### src/rtl/hazard_stall_ctrl.sv
`default_nettype none
// ============================================================================
// Module   : hazard_stall_ctrl
// Purpose  : Load-use and HI/LO-unit hazard detection for the 5-stage MIPS
//            pipeline; drives stall/flush_e and a saturating stall counter.
// Revision : 1.0 - initial release
// ============================================================================
module hazard_stall_ctrl #(
  parameter int MULT_CYCLES = 5,
  parameter int DIV_CYCLES  = 10,
  parameter int CNT_W       = 4,
  parameter int PERF_W      = 32
) (
  input  logic              clk,
  input  logic              reset,
  input  logic [4:0]        D_rs,
  input  logic [4:0]        D_rt,
  input  logic              D_use_rs,
  input  logic              D_use_rt,
  input  logic              D_md_use,
  input  logic              E_load,
  input  logic              E_regwrite,
  input  logic [4:0]        E_wa,
  input  logic              E_md_start,
  input  logic              E_md_is_div,
  output logic              stall,
  output logic              flush_e,
  output logic              md_busy,
  output logic [CNT_W-1:0]  busy_cnt,
  output logic [PERF_W-1:0] stall_cycles
);

  localparam logic [0:0]        c_st_idle    = 1'b0;
  localparam logic [0:0]        c_st_md_busy = 1'b1;
  localparam logic [CNT_W-1:0]  c_mult_load  = CNT_W'(MULT_CYCLES);
  localparam logic [CNT_W-1:0]  c_div_load   = CNT_W'(DIV_CYCLES);
  localparam logic [CNT_W-1:0]  c_cnt_zero   = '0;
  localparam logic [CNT_W-1:0]  c_cnt_one    = CNT_W'(1);
  localparam logic [PERF_W-1:0] c_perf_one   = PERF_W'(1);
  localparam logic [PERF_W-1:0] c_perf_max   = '1;
  localparam logic [4:0]        c_reg_zero   = 5'd0;

  logic [0:0]        r_state;
  logic [0:0]        w_state_nxt;
  logic [CNT_W-1:0]  r_busy_cnt;
  logic [CNT_W-1:0]  w_busy_cnt_nxt;
  logic [PERF_W-1:0] r_stall_cycles;
  logic              w_md_busy;
  logic              w_load_use;
  logic              w_md_hazard;
  logic              w_stall;

  // State register
  always_ff @(posedge clk or negedge reset) begin
    if (!reset) begin
      r_state    <= c_st_idle;
      r_busy_cnt <= c_cnt_zero;
    end else begin
      r_state    <= w_state_nxt;
      r_busy_cnt <= w_busy_cnt_nxt;
    end
  end

  // Next-state logic; a new start while busy reloads the counter
  always_comb begin
    w_state_nxt    = r_state;
    w_busy_cnt_nxt = r_busy_cnt;
    case (r_state)
      c_st_idle: begin
        if (E_md_start) begin
          w_state_nxt    = c_st_md_busy;
          w_busy_cnt_nxt = E_md_is_div ? c_div_load : c_mult_load;
        end
      end
      c_st_md_busy: begin
        if (E_md_start) begin
          w_busy_cnt_nxt = E_md_is_div ? c_div_load : c_mult_load;
        end else if (r_busy_cnt == c_cnt_one) begin
          w_state_nxt    = c_st_idle;
          w_busy_cnt_nxt = c_cnt_zero;
        end else begin
          w_busy_cnt_nxt = r_busy_cnt - c_cnt_one;
        end
      end
      default: begin
        w_state_nxt    = c_st_idle;
        w_busy_cnt_nxt = c_cnt_zero;
      end
    endcase
  end

  // Output logic; reset gating keeps stall low even with hazard inputs active
  always_comb begin
    w_md_busy   = (r_state == c_st_md_busy);
    w_load_use  = E_load && E_regwrite && (E_wa != c_reg_zero) &&
                  ((D_use_rs && (D_rs == E_wa)) || (D_use_rt && (D_rt == E_wa)));
    w_md_hazard = w_md_busy && D_md_use;
    w_stall     = reset && (w_load_use || w_md_hazard);
  end

  always_ff @(posedge clk or negedge reset) begin
    if (!reset) begin
      r_stall_cycles <= '0;
    end else if (w_stall && (r_stall_cycles != c_perf_max)) begin
      r_stall_cycles <= r_stall_cycles + c_perf_one;
    end
  end

  assign stall        = w_stall;
  assign flush_e      = w_stall;
  assign md_busy      = w_md_busy;
  assign busy_cnt     = r_busy_cnt;
  assign stall_cycles = r_stall_cycles;

endmodule
`default_nettype wire
### config.mk
export PLATFORM = sky130hd
export DESIGN_NAME = hazard_stall_ctrl
export DESIGN_NICKNAME = d
export VERILOG_FILES = /design/src/rtl/hazard_stall_ctrl.sv
export SDC_FILE = /design/constraint.sdc
export NUM_CORES = 1
export LEC_CHECK = 0
export CAP_MARGIN = 30
export CORE_ASPECT_RATIO = 0.5
export CORE_MARGIN = 4
export CORE_UTILIZATION = 28
export CTS_CLUSTER_DIAMETER = 200
export DETAILED_ROUTE_END_ITERATION = 8
export PLACE_DENSITY = 0.48
export SLEW_MARGIN = 20
export SYNTH_ARGS = -nofsm -noshare
export SYNTH_HDL_FRONTEND = slang
export SYNTH_SLANG_ARGS = --single-unit
export TNS_END_PERCENT = 30
### constraint.sdc
create_clock -name clk -period 2.91 [get_ports clk]
set_clock_uncertainty 0.1 [all_clocks]
set_input_delay 0.4365 -clock clk [delete_from_list [all_inputs] [get_ports clk]]
set_output_delay 0.4365 -clock clk [all_outputs]
set_load 0.02 [all_outputs]
==> results of run 1 <==
[cell families after synthesis]
family                     count (synthesis)
muxes                                      3
and+or+nand+nor                          102
adders and majority gates                  3
AOI/OAI and AO/OA                          7
xor gates and xnor gates                  41
DFF                                       37
buffers and inverters                     10
[path summary, 6_finish.rpt]
kind,from,endpoint,slack (ns),cells after the start
max,E_wa[3],stall,0.20,6
min,reset,stall_cycles[19],0.15,2
max reg2reg,stall_cycles[6],stall_cycles[12],0.68,7
min reg2reg,stall_cycles[28],stall_cycles[28],0.39,1
max in group asynchronous,reset,stall_cycles[27],2.21,2
min in group clk,stall_cycles[28],stall_cycles[28],0.39,1
[metrics by stage]
stage	util (%)	std cells	hold WS (ns)	TNS, ns
5_1_grt	41.1	370	0.210	0
3_5_place_dp	38.8	362	0.390	-0.225
6_report	41.1	370	0.150	0
2_1_floorplan	-	203	0.0409	0
4_1_cts	41.1	370	0.175	0
3_3_place_gp	38.8	362	0.381	-0.179
[registers in the layout (all words and copies together) (netlist names)]
signal and count:
md_busy 1, stall_cycles 32, busy_cnt 4
[power groups by stage]
stage / combinational, mW / clock (mW) / sequential (mW)
final: 0.363 / 0.630 / 0.631
after global routing: 0.393 / 0.669 / 0.643
after CTS: 0.369 / 0.647 / 0.632
after global placement: 0.370 / 0 / 0.639
after floorplan: 0.133 / 0 / 0.689
after detailed placement: 0.370 / 0 / 0.641
[repair_timing]
action                     CTS  global route
buffers inserted             0             0
gates resized for setup      2             0
setup endpoints to repair    2             0
[worst register-to-register path, cell delays in order, from the launching register on]
cell	delay, ns
dfrtp_1	0.46
nand3_2	0.13
or4_4	0.54
nor3_4	0.26
nand2_4	0.16
buf_4	0.25
nand4_1	0.13
xnor2_1	0.13
[metal layers]
layer	vias up	track usage (%)
met2	42	17.4
met5	-	0
met4	0	2.96
met1	808	15.8
met3	4	3.54
li1	849	-
[placed cells by master (no fill, tap or decap), types with 2 or more instances in the layout]
master / instances
a21oi_1: 3
and2_1: 4
and3_1: 8
and3_2: 3
and4_1: 2
buf_4: 7
clkbuf_16: 5
clkdlybuf4s50_1: 59
dfrtp_1: 37
dlygate4sd2_1: 2
ha_1: 3
inv_1: 4
mux2_2: 2
nand2_1: 10
nand3_1: 14
nand3_2: 11
nand4_1: 14
nor2_1: 12
nor2b_1: 3
nor3_1: 7
nor4_1: 3
or2_2: 2
xnor2_1: 33
xor2_1: 8
[area by class of cell]
class,count,share of cell area [%]
Timing Repair Buffer,69,22.1
Inverter,4,0.498
Sequential cell,37,30.7
Multi-Input combinational cell,156,37.0
Clock buffer,7,4.73
Tap cell,96,3.99
Clock inverter,1,0.997
==> results.md, run 1 <==
* Htree depth at 2
* Final Hold Fails at 0
* Endpoint type of the worst setup path: output port
* CP Max Fanout at 3
* CTS clock-pin slew for the worst setup and hold paths at around 0.06 ns
* DRT met1 WL at about 2500 um
* Sequential share of power at ~39%
* Simple-gate share of the synthesized area at roughly 30%
* Critical-path cell list: clkdlybuf4s50_1 -> buf_4 -> or4_1 -> o2111ai_1 -> o21ai_2 -> dlygate4sd2_1
* Clk_lat worst skew at between 0.2 and 0.3 ns
* Setup crit start kind: input pin
* Rel. slew slack at 66.0%
* DR top layer: met4
* Syn_nets at between 200 and 250
* Power Density at roughly 540 mW/mm^2
* Num CTS Buffers at 5
* P_sw at around 0.44 mW
* WL/cell at roughly 14 um
* Synth Flop Type: dfrtp_1
* Ranking of synthesized cells by area: dfrtp_1 (44%), xnor2_1 (14%), nand3_2 (5.2%), nand4_1 (4.2%), nand3_1 (3.3%)
* Combinational Power Share at 22.3%
* Post-route ant nets at 0
* Chip Width at between 100 and 150 um
* Largest net degree at the start of global routing at 38
* Sink Count at 37
* Filler cells at 709
* Drt drc at 0
* Net count reported at finish at 300
* Initial antenna violation count at 0
* DR vias/cell at about 4.6
* Fin crit share at between 90% and 100%
* GPL Wtd Cong at ~0.76
* CTS Buffer Depth at 2
* Iter 0 DRT Violations at between 50 and 60
* Synth cell count leaders: dfrtp_1 (37), xnor2_1 (33), nand3_1 (14), nand4_1 (14), nor2_1 (12)
* Met3 wire len at ~280 um
* Die extent in y at 69.3 um
* Largest family of logic cells by synthesized area: simple AND/OR/NAND/NOR gates
* Routed Wire Length at about 5000 um
* Fin crit period at 2.71 ns
* Worst Path Required at 2.37 ns
* Post-Place Cell Area at between 0.002 and 0.003 mm^2
* Synth Area in Adders at under 10%
* Number of global-route vias before repair at between 1500 and 2000
* Fmax at 370 MHz
* Final Worst Setup Slack at ~0.2 ns
* Starting Density at between 20 and 30%
* Gr usage total at around 11%
* Crit path largest cell delay at around 0.47 ns
* Xor-xnor portion of the synthesized cell area at between 10% and 20%
* Core Box Area at ~0.0073 mm^2
* Antenna Cells at 0
* HPWL Detailed at around 3700 um
* Area of the multi-input gates at 0.00111 mm^2
* DP Worst Slack at -0.113 ns
* Run status: finished, final reports clean
* Family with the most delay on the worst path: buffers and inverters
* Switching Share at a little over a quarter
* Global route total overflow at 0
* Register area share after synthesis at 44.0%
* Worst Max-Slew Pin Slew at about 0.5 ns
* WP data arrival at 2.17 ns
* Worst path slowest cell: or4_1
* Synth-to-Final Area Change at 43.1%
* Register area at just over 900 um^2
* Layout cells sized above 1 at 14.2%
* Synthesized instance count at between 200 and 250
* Fin area at approximately 0.003 mm^2
* Number of warnings issued by yosys at 0
* Post-synthesis compound-gate area fraction at around 2.3%
* Crit Path Category: input pin to output port
* Max-cap viol count at 0
* Tot Pwr at between 1.5 and 2 mW
* Root Driver: clkbuf_16
* Hold Crit Class: input pin to async pin
* Synthesized flop and latch total at 37
* Top-count cell post-synth: dfrtp_1
* # IOs at 63
* Final setup fails at 0
* CP Buf/Inv Count at 3
* Met2 wire len at 2190 um
* Clock network power share at just under 40%
* Post-synth ARST share at 100%
* Routed via count at 1703
* DIE AREA at 0.00906 mm^2
* Mapped Avg Cell Area at 10.4 um^2
* Post-synth top area cell: dfrtp_1
* Top cell type's share of synthesized area at a little over two fifths
* Unique cell type count in the Yosys netlist at 37
* Hold Buf Count CTS at 0
* Count of input and output buffers at 62
* Multiplexer share of the synthesized area at 1.54%
* First-pass GRT wire length at 8390 um
* RSZ-0062 raised after global routing: false
* Placement row count at 22
* Pins Over Slew Limit at 0
* CTS tree: built
* Peak supply drop at ~0.25 mV
* Leakage at ~1.2 nW
* EDFF count, synth at 0
* Internal at roughly 1.2 mW
* Initial DRT Pass Iterations at 4
* Synth Cell Area at 0.00211 mm^2
Note: power is estimated with default switching activity, not from simulation.
==> run 2, diff against run 1 <==
--- a/config.mk
+++ b/config.mk
@@ -5,7 +5,6 @@
 export SDC_FILE = /design/constraint.sdc
 export NUM_CORES = 1
 export LEC_CHECK = 0
-export CAP_MARGIN = 30
 export CORE_ASPECT_RATIO = 0.5
 export CORE_MARGIN = 4
 export CORE_UTILIZATION = 28
==> results of run 2 <==
No change in the layout: final DEF, timing and power equal those of run 1.
==> run 3, diff against run 2 <==
--- a/config.mk
+++ b/config.mk
@@ -5,12 +5,13 @@
 export SDC_FILE = /design/constraint.sdc
 export NUM_CORES = 1
 export LEC_CHECK = 0
+export ABC_AREA = 1
 export CORE_ASPECT_RATIO = 0.5
 export CORE_MARGIN = 4
 export CORE_UTILIZATION = 28
 export CTS_CLUSTER_DIAMETER = 200
 export DETAILED_ROUTE_END_ITERATION = 8
-export PLACE_DENSITY = 0.48
+export PLACE_DENSITY = 0.46
 export SLEW_MARGIN = 20
 export SYNTH_ARGS = -nofsm -noshare
 export SYNTH_HDL_FRONTEND = slang
==> run 3 against run 2 <==
Effect of this change: sequential share of layout area shrank 5.7 points; critical path depth grew 4; utilization shrank 2.3 points; power grew 7.6%; via count grew 67%; largest cell class unchanged.
==> results.md, run 3 <==
* Worst path slowest cell: clkdlybuf4s50_1 (was or4_1)
* # IOs at 63 (unchanged)
* Mapped Avg Cell Area at 6.45 um^2 (was 10.4 um^2)
* CTS tree: built (unchanged)
* Family with the most delay on the worst path: buffers and inverters (unchanged)
* Synthesized flop and latch total at 37 (unchanged)
* GPL Wtd Cong at 0.888 (was 0.757)
* Layout cells sized above 1 at 5.10% (was 14.2%)
* Routed Wire Length at 8300 um (was 5000 um)
* Crit Path Category: input pin to output port (unchanged)
* Fin crit period at 2.62 ns (was 2.71 ns)
* Cells on worst reg2reg path at 10 (was 7)
* Post_cts resized at 2 (unchanged)
* Worst Path Required at 2.37 ns (about the same)
* Count of input and output buffers at 62 (unchanged)
* Synth-to-Final Area Change at 34.2% (was 43.1%)
* RR Startpoint: stall_cycles[0] (was stall_cycles[6])
* Most common cell after layout, fill and taps aside: nand2_1 (was clkdlybuf4s50_1)
* Endpoint type of the worst setup path: output port (unchanged)
* Final setup fails at 0 (unchanged)
* HPWL Detailed at 6480 um (was 3710 um)
* CTS Buffer Depth at 2 (unchanged)
* Sink Count at 37 (unchanged)
* Synth Cell Area at 0.00276 mm^2 (was 0.00211 mm^2)
* Antenna Cells at 0 (unchanged)
* Worst Max-Slew Pin Slew at 0.806 ns (was 0.506 ns)
* Gr usage total at 14.7% (was 11.4%)
* Power Density at 473 mW/mm^2 (was 539 mW/mm^2)
* Drt drc at 0 (unchanged)
* Core Box Area at 0.00951 mm^2 (was 0.00732 mm^2)
* DIE AREA at 0.0116 mm^2 (was 0.00906 mm^2)
* Top cell type's share of synthesized area at 33.6% (was 44.0%)
* Synth cell count leaders: nand2_1 (201), nor2_1 (59), dfrtp_1 (37) (was dfrtp_1 (37), xnor2_1 (33), nand3_1 (14), nand4_1 (14), nor2_1 (12))
* Critical-path cell list: clkdlybuf4s50_1 -> inv_1 -> nand2_1 -> nand2_1 -> nor2_1 -> nand3_1 -> nand2_1 -> nand2_1 -> a21boi_0 -> dlygate4sd2_1 (was clkdlybuf4s50_1 -> buf_4 -> or4_1 -> o2111ai_1 -> o21ai_2 -> dlygate4sd2_1)
* Num CTS Buffers at 5 (unchanged)
* Chip Width at 148 um (was 131 um)
* Post-synth top area cell: dfrtp_1 (unchanged)
* RSZ-0062 raised after global routing: false (unchanged)
* Htree depth at 2 (unchanged)
* Run status: finished, final reports clean (unchanged)
* CP dominant cell by count: nand2_1
* Post-CTS Setup Bufs at 0 (unchanged)
* Leakage at 1.74 nW (was 1.19 nW)
* Register area share after synthesis at 33.6% (was 44.0%)
* EDFF count, synth at 0 (unchanged)
* Most frequent cells in the layout: nand2_1 (201), nor2_1 (59), clkdlybuf4s50_1 (59) (was clkdlybuf4s50_1 (59), dfrtp_1 (37), xnor2_1 (33))
* Crit path largest cell delay at 0.55 ns (was 0.47 ns)
* Largest net degree at the start of global routing at 71 (was 38)
* Die extent in y at 78.1 um (was 69.3 um)
* Final Hold Fails at 0 (unchanged)
* Initial antenna violation count at 0 (unchanged)
* Starting Density at 29.0% (was 28.8%)
* Pins Over Slew Limit at 0 (unchanged)
* CTS clock-pin slew for the worst setup and hold paths at 0.06 ns (about the same)
* Synthesized instance count at 427 (was 203)
* Placement row count at 25 (was 22)
* Iter 0 DRT Violations at 219 (was 57)
* First-pass GRT wire length at 13900 um (was 8390 um)
* Number of global-route vias before repair at 2711 (was 1673)
* DP Worst Slack at -0.0648 ns (was -0.113 ns)
* Max reg flops at 32 (unchanged)
* Fin crit share at 90.2% (was 93.0%)
* Clk_lat worst skew at 0.29 ns (was 0.28 ns)
* Syn_nets at 454 (was 230)
* Top-count cell post-synth: nand2_1 (was dfrtp_1)
* Hold Buf Count CTS at 0 (unchanged)
* Initial DRT Pass Iterations at 5 (was 4)
* Fmax at 381 MHz (was 370 MHz)
* Worst reg2reg path endpoint: stall_cycles[11] (was stall_cycles[12])
* Global route total overflow at 0 (unchanged)
* Final hold slack at 0.279 ns (was 0.150 ns)
* Hold Crit Class: input pin to async pin (unchanged)
* Peak supply drop at 0.165 mV (was 0.249 mV)
* CP Max Fanout at 4 (was 3)
* Final Worst Setup Slack at 0.286 ns (was 0.204 ns)
* Unique cell type count in the Yosys netlist at 26 (was 37)
* WP data arrival at 2.09 ns (was 2.17 ns)
* Post-synth ARST share at 100% (unchanged)
* Worst Setup SP: E_wa[0] (was E_wa[3])
* Setup crit start kind: input pin (unchanged)
* Ranking of synthesized cells by area: dfrtp_1 (34%), nand2_1 (27%), nor2_1 (8.0%), nand4_1 (7.5%), nand3b_1 (4.1%) (was dfrtp_1 (44%), xnor2_1 (14%), nand3_2 (5.2%), nand4_1 (4.2%), nand3_1 (3.3%))
* Filler cells at 1037 (was 709)
* Rel. slew slack at 46.3% (was 66.0%)
* CP Buf/Inv Count at 3 (unchanged)
* Synth Flop Type: dfrtp_1 (unchanged)
* R2r setup slk at 0.53 ns (was 0.68 ns)
* Post-route ant nets at 0 (unchanged)
* Net count reported at finish at 516 (was 300)
* Routed via count at 2845 (was 1703)
* WL/cell at 13.3 um (was 13.5 um)
* Max-cap viol count at 0 (unchanged)
* Root Driver: clkbuf_16 (unchanged)
* Number of warnings issued by yosys at 0 (unchanged)
* DR vias/cell at 4.55 (was 4.60)
[run 3: cell types whose count changed after synthesis, moves of 4 or more]
cell and change:
inv_1 +23, and2_1 -4, xnor2_1 -27, nand3b_1 +15, clkbuf_1 +5, nand4_1 +19
nor3_1 -7, nand2_1 +191, and3_1 -8, nor2_1 +47, nand3_2 -9, nand3_1 -7
[run 3: metal layers]
| metal | up-vias | global-route usage, % | routed length (um) |
|---|---|---|---|
| met4 | 0 | 2.95 | 68 |
| li1 | 1488 | - | - |
| met1 | 1277 | 22.5 | 4440 |
| met5 | - | 0 | 0 |
| met2 | 72 | 20.7 | 3260 |
| met3 | 8 | 3.52 | 539 |
[run 3: final cells by class]
type / count / area (um^2) / share of cell area [%]
Inverter: 28 / 105 / 2.84
Clock inverter: 3 / 65.1 / 1.76
Sequential cell: 37 / 926 / 25.0
Timing Repair Buffer: 69 / 666 / 18.0
Tap cell: 135 / 169 / 4.57
Clock buffer: 5 / 125 / 3.38
Multi-Input combinational cell: 348 / 1640 / 44.4
[run 3: kinds of logic after synthesis]
logic type / after synthesis / synth area share (%)
AND/OR/NAND/NOR: 323 / 51.3
XOR/XNOR: 17 / 5.40
AO/OA/AOI/OAI: 5 / 1.50
buffers and inverters: 42 / 6.81
flip-flops: 37 / 33.6
adder cells (fa/ha/maj): 3 / 1.36
[run 3: power by group]
part,total (mW),switching (mW),internal [mW],leakage (nW)
Clock,0.711,0.221,0.489,0.0938
Sequential,0.623,0.0632,0.559,0.500
Combinational,0.414,0.227,0.187,1.15
Total,1.75,0.511,1.24,1.74
[run 3: through the flow]
stage	util (%)	area (um^2)	instances	power, mW	TNS [ns]
after floorplan	-	2760	427	0.862	0
after global placement	36.9	3510	617	1.05	-0.0414
after detailed placement	36.9	3510	617	1.05	-0.126
after CTS	38.9	3700	625	1.78	0
after global routing	38.9	3700	625	1.84	0
final	38.9	3700	625	1.75	0
[run 3: worst max path at each step]
stage | slack [ns] | cells past startpoint | to
global placement | -0.02 | 10 | stall
detailed placement | -0.06 | 10 | flush_e
floorplan | 0.73 | 9 | stall
global route | 0.05 | 10 | flush_e
finish | 0.29 | 10 | flush_e
CTS | 0.24 | 10 | flush_e
